==> config.mk <==
export PLATFORM = sky130hd
export DESIGN_NAME = oam_dma_flat
export DESIGN_NICKNAME = d
export VERILOG_FILES = /design/src/rtl/oam_dma_if.sv /design/src/rtl/oam_dma.sv /design/src/flat_wrapper.sv
export SDC_FILE = /design/constraint.sdc
export NUM_CORES = 1
export LEC_CHECK = 0
export CAP_MARGIN = 40
export CORE_ASPECT_RATIO = 1.2
export CORE_UTILIZATION = 45
export DETAILED_ROUTE_END_ITERATION = 6
export PLACE_DENSITY = 0.8
export SYNTH_ARGS = -nofsm -noshare
export SYNTH_HDL_FRONTEND = slang
export SYNTH_SLANG_ARGS = --single-unit
==> constraint.sdc <==
create_clock -name clk -period 2.45 [get_ports clk]
set_input_delay 0.245 -clock clk [delete_from_list [all_inputs] [get_ports clk]]
set_output_delay 0.245 -clock clk [all_outputs]
set_load 0.05 [all_outputs]
==> src/rtl/oam_dma_if.sv <==
// Bus bundle for the OAM DMA engine: the CPU-facing register port and the
// DMA master port that the MMU arbitrates.
interface oam_dma_if;
  // CPU register port
  logic [15:0] reg_addr;
  logic [7:0]  reg_wdata;
  logic        reg_read_en;
  logic        reg_write_en;
  logic [7:0]  reg_rdata;
  // DMA master port
  logic [15:0] dma_addr;
  logic [7:0]  dma_wdata;
  logic [7:0]  dma_rdata;
  logic        dma_read_en;
  logic        dma_write_en;
  logic        dma_active;

  // View taken by the DMA engine (it is the initiator on the dma_* bus)
  modport master (
    input  reg_addr, reg_wdata, reg_read_en, reg_write_en,
    output reg_rdata,
    output dma_addr, dma_wdata, dma_read_en, dma_write_en, dma_active,
    input  dma_rdata
  );

  // View taken by the surrounding system (CPU + MMU/memory)
  modport slave (
    output reg_addr, reg_wdata, reg_read_en, reg_write_en,
    input  reg_rdata,
    input  dma_addr, dma_wdata, dma_read_en, dma_write_en, dma_active,
    output dma_rdata
  );
endinterface

==> src/rtl/oam_dma.sv <==
// OAM DMA engine: a write to the page register copies LENGTH bytes from
// {page,8'h00} to OAM_BASE, one byte per CYCLES_PER_BYTE clocks
// (READ, WRITE, then PAD idle clocks), after an initial START delay.
module oam_dma #(
  parameter logic [15:0] REG_ADDR        = 16'hFF46,
  parameter logic [15:0] OAM_BASE        = 16'hFE00,
  parameter int          LENGTH          = 160,
  parameter int          CYCLES_PER_BYTE = 4
) (
  input  logic      clk,
  input  logic      reset,
  oam_dma_if.master bus
);

  localparam int SW         = $clog2(CYCLES_PER_BYTE) + 1;
  localparam int PAD_CYCLES = CYCLES_PER_BYTE - 2;
  localparam logic [SW-1:0] START_LAST = SW'(CYCLES_PER_BYTE - 1);
  localparam logic [SW-1:0] PAD_LAST   = SW'((PAD_CYCLES > 0) ? (PAD_CYCLES - 1) : 0);
  localparam logic [7:0]    LAST_INDEX = 8'(LENGTH - 1);

  typedef enum logic [2:0] {
    IDLE,
    START,
    READ,
    WRITE,
    PAD
  } state_t;

  state_t        state_reg, state_next;
  logic [SW-1:0] slot_reg, slot_next;
  logic [7:0]    index_reg, index_next;
  logic [7:0]    page_reg, page_next;
  logic [7:0]    src_hi_reg, src_hi_next;
  logic [7:0]    latch_reg, latch_next;

  logic trigger;
  logic byte_done;

  assign trigger = bus.reg_write_en && (bus.reg_addr == REG_ADDR);

  // A byte slot ends after its PAD clocks, or straight after WRITE when there is no padding
  assign byte_done = ((state_reg == WRITE) && (PAD_CYCLES == 0)) ||
                     ((state_reg == PAD) && (slot_reg == PAD_LAST));

  // State and datapath registers
  always_ff @(posedge clk) begin
    if (reset) begin
      state_reg  <= IDLE;
      slot_reg   <= '0;
      index_reg  <= 8'h00;
      page_reg   <= 8'hFF;
      src_hi_reg <= 8'h00;
      latch_reg  <= 8'h00;
    end else begin
      state_reg  <= state_next;
      slot_reg   <= slot_next;
      index_reg  <= index_next;
      page_reg   <= page_next;
      src_hi_reg <= src_hi_next;
      latch_reg  <= latch_next;
    end
  end

  // Next-state logic; a trigger overrides everything and restarts the copy
  always_comb begin
    state_next  = state_reg;
    slot_next   = slot_reg;
    index_next  = index_reg;
    page_next   = page_reg;
    src_hi_next = src_hi_reg;
    latch_next  = latch_reg;

    case (state_reg)
      IDLE: begin
        state_next = IDLE;
      end
      START: begin
        if (slot_reg == START_LAST) begin
          state_next = READ;
          slot_next  = '0;
        end else begin
          slot_next = slot_reg + 1'b1;
        end
      end
      READ: begin
        latch_next = bus.dma_rdata;
        state_next = WRITE;
      end
      WRITE: begin
        state_next = PAD;
        slot_next  = '0;
      end
      PAD: begin
        slot_next = slot_reg + 1'b1;
      end
      default: begin
        state_next = IDLE;
      end
    endcase

    if (byte_done) begin
      slot_next = '0;
      if (index_reg == LAST_INDEX) begin
        state_next = IDLE;
      end else begin
        index_next = index_reg + 8'd1;
        state_next = READ;
      end
    end

    if (trigger) begin
      page_next   = bus.reg_wdata;
      // Pages E0..FF are the echo of C0..DF
      src_hi_next = (bus.reg_wdata < 8'hE0) ? bus.reg_wdata : (bus.reg_wdata - 8'h20);
      index_next  = 8'h00;
      slot_next   = '0;
      state_next  = START;
    end
  end

  // Master-port strobes, address and data decoded from the current state
  always_comb begin
    bus.dma_read_en  = 1'b0;
    bus.dma_write_en = 1'b0;
    bus.dma_addr     = 16'h0000;
    bus.dma_wdata    = 8'h00;
    case (state_reg)
      READ: begin
        bus.dma_read_en = 1'b1;
        bus.dma_addr    = {src_hi_reg, index_reg};
      end
      WRITE: begin
        bus.dma_write_en = 1'b1;
        bus.dma_addr     = OAM_BASE + {8'h00, index_reg};
        bus.dma_wdata    = latch_reg;
      end
      default: begin
        bus.dma_read_en = 1'b0;
      end
    endcase
  end

  // Busy flag and combinational register read-back
  always_comb begin
    bus.dma_active = (state_reg != IDLE);
    bus.reg_rdata  = (bus.reg_read_en && (bus.reg_addr == REG_ADDR)) ? page_reg : 8'h00;
  end

endmodule

==> src/flat_wrapper.sv <==
// flat-port wrapper written by rule: the top's interface ports become plain ports
module oam_dma_flat 
#(
  parameter logic [15:0] REG_ADDR        = 16'hFF46,
  parameter logic [15:0] OAM_BASE        = 16'hFE00,
  parameter int          LENGTH          = 160,
  parameter int          CYCLES_PER_BYTE = 4
)
  (clk, reset, bus_reg_addr, bus_reg_wdata, bus_reg_read_en, bus_reg_write_en, bus_reg_rdata, bus_dma_addr, bus_dma_wdata, bus_dma_read_en, bus_dma_write_en, bus_dma_active, bus_dma_rdata);
  oam_dma_if bus_i ();
  input  logic clk;
  input  logic reset;
  input wire logic [$bits(bus_i.reg_addr)-1:0] bus_reg_addr;
  input wire logic [$bits(bus_i.reg_wdata)-1:0] bus_reg_wdata;
  input wire logic [$bits(bus_i.reg_read_en)-1:0] bus_reg_read_en;
  input wire logic [$bits(bus_i.reg_write_en)-1:0] bus_reg_write_en;
  output wire logic [$bits(bus_i.reg_rdata)-1:0] bus_reg_rdata;
  output wire logic [$bits(bus_i.dma_addr)-1:0] bus_dma_addr;
  output wire logic [$bits(bus_i.dma_wdata)-1:0] bus_dma_wdata;
  output wire logic [$bits(bus_i.dma_read_en)-1:0] bus_dma_read_en;
  output wire logic [$bits(bus_i.dma_write_en)-1:0] bus_dma_write_en;
  output wire logic [$bits(bus_i.dma_active)-1:0] bus_dma_active;
  input wire logic [$bits(bus_i.dma_rdata)-1:0] bus_dma_rdata;
  assign bus_i.reg_addr = bus_reg_addr;
  assign bus_i.reg_wdata = bus_reg_wdata;
  assign bus_i.reg_read_en = bus_reg_read_en;
  assign bus_i.reg_write_en = bus_reg_write_en;
  assign bus_reg_rdata = bus_i.reg_rdata;
  assign bus_dma_addr = bus_i.dma_addr;
  assign bus_dma_wdata = bus_i.dma_wdata;
  assign bus_dma_read_en = bus_i.dma_read_en;
  assign bus_dma_write_en = bus_i.dma_write_en;
  assign bus_dma_active = bus_i.dma_active;
  assign bus_i.dma_rdata = bus_dma_rdata;
  oam_dma #(.REG_ADDR(REG_ADDR), .OAM_BASE(OAM_BASE), .LENGTH(LENGTH), .CYCLES_PER_BYTE(CYCLES_PER_BYTE)) u_core (.clk(clk), .reset(reset), .bus(bus_i));
endmodule
==> reports/qor.csv, run 1 <==
stage,metric,value,unit
run_status,status,finished clean,
grt,initial antenna violation count,0,
critical_path,CP Capture Type,output port,
detailed_routing,total wire length,5.454,mm
logic_synthesis,cell count after synthesis,238,
critical_path,CP dominant cell by count,and3_1,
sta,RSZ-0062 raised after global routing,false,
critical_path,CP max stage cell,clkdlybuf4s50_1,
logic_synthesis,synthesis warning total,0,
critical_path,startpoint types,input pin,
grt,vias in the first global route,1996,
power_and_ir_drop,worst IR drop on VDD,0.2797,mV
critical_path,Crit. Startpoint,bus_reg_addr[5],
detailed_routing,routed len/inst,15.02,µm
sta,Hold Slack,0.4824,ns
sta,Max Clock Skew,0.006999,ns
logic_synthesis,Synth Cell Area,0.002013,mm²
critical_path,worst reg2reg setup slack,0.38,ns
sta,Tcrit/Tclk final,91.20,%
detailed_routing,DRC,0,
detailed_routing,DRT Pass-1 Iters,4,
layout,# nets final,348,
layout,fillers,306,
logic_synthesis,"Top FF cell, synth",dfxtp_1,
critical_path,crit path cell chain,clkdlybuf4s50_1 -> nor4b_1 -> and3_1 -> and3_1 -> and2_1 -> buf_12,
die,# IOs,71,
detailed_routing,final antenna-violating net count,0,
sta,Worst-Margin Slew,0.4852,ns
power_and_ir_drop,P_leak,1.232,nW
sta,final setup violation count,0,
layout,share of layout cells above drive strength 1,16.61,%
run,max_cap viols,0,
sta,Worst slew margin,67.55,%
logic_synthesis,"FFs w/ async S/R, synth",0,%
clock_network,clock buffer depth,2,
critical_path,reg2reg path depth,4,
clock_network,number of gates resized after CTS,0,
layout,Area Growth Syn to Fin,58.86,%
place,post-DP HPWL,4.118,mm
layout,multi-input logic area,0.001167,mm²
grt,first-pass GRT wire length,9.142,mm
logic_synthesis,Cell variety after synth,41,
sta,"Slew Viols, Final",0,
detailed_routing,Iter 0 DRT Violations,166,
detailed_routing,number of vias per cell,5.529,
die,initial cell density of the core,47.24,%
clock_network,Skew-Pair Late Insertion Delay,0.29,ns
critical_path,Setup Crit Path Kind,input pin to output port,
place,Placer Congestion,0.8329,
die,die width,63.06,µm
logic_synthesis,#FFs+latches synth,38,
layout,ANT cells,0,
clock_network,clock sinks,38,
grt,largest net degree at the start of global routing,29,
sta,final hold violations,0,
power_and_ir_drop,Pwr per Cell Area,361.4,mW/mm²
critical_path,Required @ worst endpoint,2.20,ns
critical_path,crit path DAT,1.99,ns
grt,Overall Global Routing Usage,24.84,%
die,die area,0.004747,mm²
logic_synthesis,"EDFF count, synth",0,
logic_synthesis,post-synthesis sequential area ratio,37.79,%
critical_path,Critical Path Fanout Max,8,
clock_network,CTS clock-pin slew for the worst setup and hold paths,0.08,ns
clock_network,H-tree depth,2,
grt,total global routing overflow,0,
logic_synthesis,Synth Net Count,280,
place,IO Port Bufs,70,
die,row count,26,
critical_path,CP max stage delay,0.44,ns
clock_network,# Post-CTS Setup Buffers,0,
detailed_routing,via count,2007,
logic_synthesis,Synth Area per Inst,8.459,µm²
clock_network,CTS root buf,clkbuf_8,
critical_path,r2r endpoint,u_core.index_reg[5],
die,Chip Height,75.27,µm
die,Core Region,0.004262,mm²
clock_network,cts hold-fix bufs,0,
layout,Reg area,760.7,µm²
clock_network,total CTS buffers,5,
critical_path,Critical Path Sink,bus_reg_rdata[2],
worst_hold_path,worst hold path class,flip-flop to flip-flop,
critical_path,worst r2r src,u_core.state_reg[2],
sta,Fmax achieved,0.4475,GHz
sta,fin crit period,2.234,ns
sta,setup TNS,0,ns
clock_network,CTS tree,built,
## placed cells by master (no fill, tap or decap), types with 2 or more instances in the layout
cell type | synthesis | final
buf_12 | 0 | 34
xnor2_1 | 2 | 2
and3_1 | 10 | 10
nand3_1 | 11 | 11
mux2i_1 | 13 | 13
nor2_1 | 23 | 23
nand2_1 | 5 | 5
nor4b_1 | 2 | 2
dfxtp_1 | 38 | 38
nand4_1 | 4 | 4
nor3b_1 | 3 | 3
ha_1 | 6 | 6
nor2b_1 | 5 | 5
a2bb2oi_1 | 2 | 2
nor4bb_1 | 2 | 2
buf_4 | 0 | 6
inv_1 | 5 | 5
o21ai_0 | 16 | 16
a21oi_1 | 15 | 15
and4_1 | 4 | 4
o21a_1 | 7 | 7
and2_1 | 19 | 19
nand3b_1 | 6 | 6
nor3_1 | 7 | 7
a211oi_1 | 2 | 2
o21bai_1 | 2 | 2
clkbuf_8 | 0 | 6
clkdlybuf4s50_1 | 0 | 36
## stage by stage
step / instances / cell area, µm² / total power, mW / worst slack, ns / utilization, %
3_3_place_gp: 355 / 3103 / 0.7147 / 0.2452 / 72.81
4_1_cts: 363 / 3198 / 1.164 / 0.2037 / 75.04
3_5_place_dp: 355 / 3103 / 0.7176 / 0.2038 / 72.81
6_report: 363 / 3198 / 1.156 / 0.2156 / 75.04
2_1_floorplan: 238 / 2013 / 0.6514 / 0.4902 / -
5_1_grt: 363 / 3198 / 1.200 / 0.08548 / 75.04
## synthesized netlist by cell type (all sizes together) (5+ instances only)
cell type | n | share of area, %
o21a | 7 | 2.6
and2 | 19 | 5.9
nand2 | 5 | 0.93
nor2b | 5 | 1.6
inv | 5 | 0.93
nor3 | 7 | 1.7
mux2i | 13 | 6.5
clkbuf | 12 | 2.2
o21ai | 16 | 4.0
dfxtp | 38 | 38
and3 | 10 | 3.1
nand3b | 6 | 2.2
a21oi | 15 | 3.7
nand3 | 11 | 2.7
ha | 6 | 3.7
nor2 | 23 | 4.3
## area by class of cell
cell class                      instances  area share, %
Inverter                                5         0.5869
Clock inverter                          2         0.3912
Sequential cell                        38          23.79
Timing Repair Buffer                   76          33.96
Clock buffer                            6          2.582
Multi-Input combinational cell        180          36.50
Tap cell                               56          2.191
## metal layers
layer / vias up / GRT usage [%] / part of all wire (%)
met3: 10 / 7.273 / 5.8
met2: 67 / 47.55 / 55
met4: 0 / 8.786 / 1.7
met1: 945 / 25.95 / 37
li1: 985 / - / -
met5: - / 0 / 0
## where the power goes
group	switching, mW	internal (mW)	total (mW)
Clock	0.226	0.226	0.453
Sequential	0.00000204	0.617	0.617
Combinational	0.0288	0.0575	0.0863
Total	0.255	0.901	1.16
## cells by family after synthesis
group / after synthesis / synth area share [%]
flops: 38 / 37.79
mux: 13 / 6.463
buf+inv: 20 / 4.226
xor+xnor: 3 / 1.305
fa+ha+maj: 6 / 3.729
simple gates: 111 / 32.75
compound gates: 47 / 13.74
## how the worst min path moves through the flow
stage	depth (start not counted)	slack, ns	end	from
3_5_place_dp	2	0.47	u_core.src_hi_reg[7]	u_core.src_hi_reg[7]
4_1_cts	2	0.48	u_core.src_hi_reg[7]	u_core.src_hi_reg[7]
6_report	2	0.48	u_core.src_hi_reg[0]	u_core.src_hi_reg[0]
2_1_floorplan	2	0.39	u_core.latch_reg[0]	bus_dma_rdata[0]
5_1_grt	2	0.50	u_core.src_hi_reg[7]	u_core.src_hi_reg[7]
3_3_place_gp	2	0.46	u_core.src_hi_reg[0]	u_core.src_hi_reg[0]
## critical path, delay by kind of cell
kind | cells | cell delay, ns
and+or+nand+nor | 4 | 1.14
buffers and inverters | 2 | 0.59
Power figures use the tool's default switching activity.
==> run 2: changes to the inputs <==
--- a/config.mk
+++ b/config.mk
@@ -5,9 +5,10 @@
 export SDC_FILE = /design/constraint.sdc
 export NUM_CORES = 1
 export LEC_CHECK = 0
-export CAP_MARGIN = 40
+export CAP_MARGIN = 20
 export CORE_ASPECT_RATIO = 1.2
 export CORE_UTILIZATION = 45
+export CTS_CLUSTER_DIAMETER = 100
 export DETAILED_ROUTE_END_ITERATION = 6
 export PLACE_DENSITY = 0.8
 export SYNTH_ARGS = -nofsm -noshare
==> results of run 2 <==
The final DEF is identical to that of run 1; final timing and power are the same.
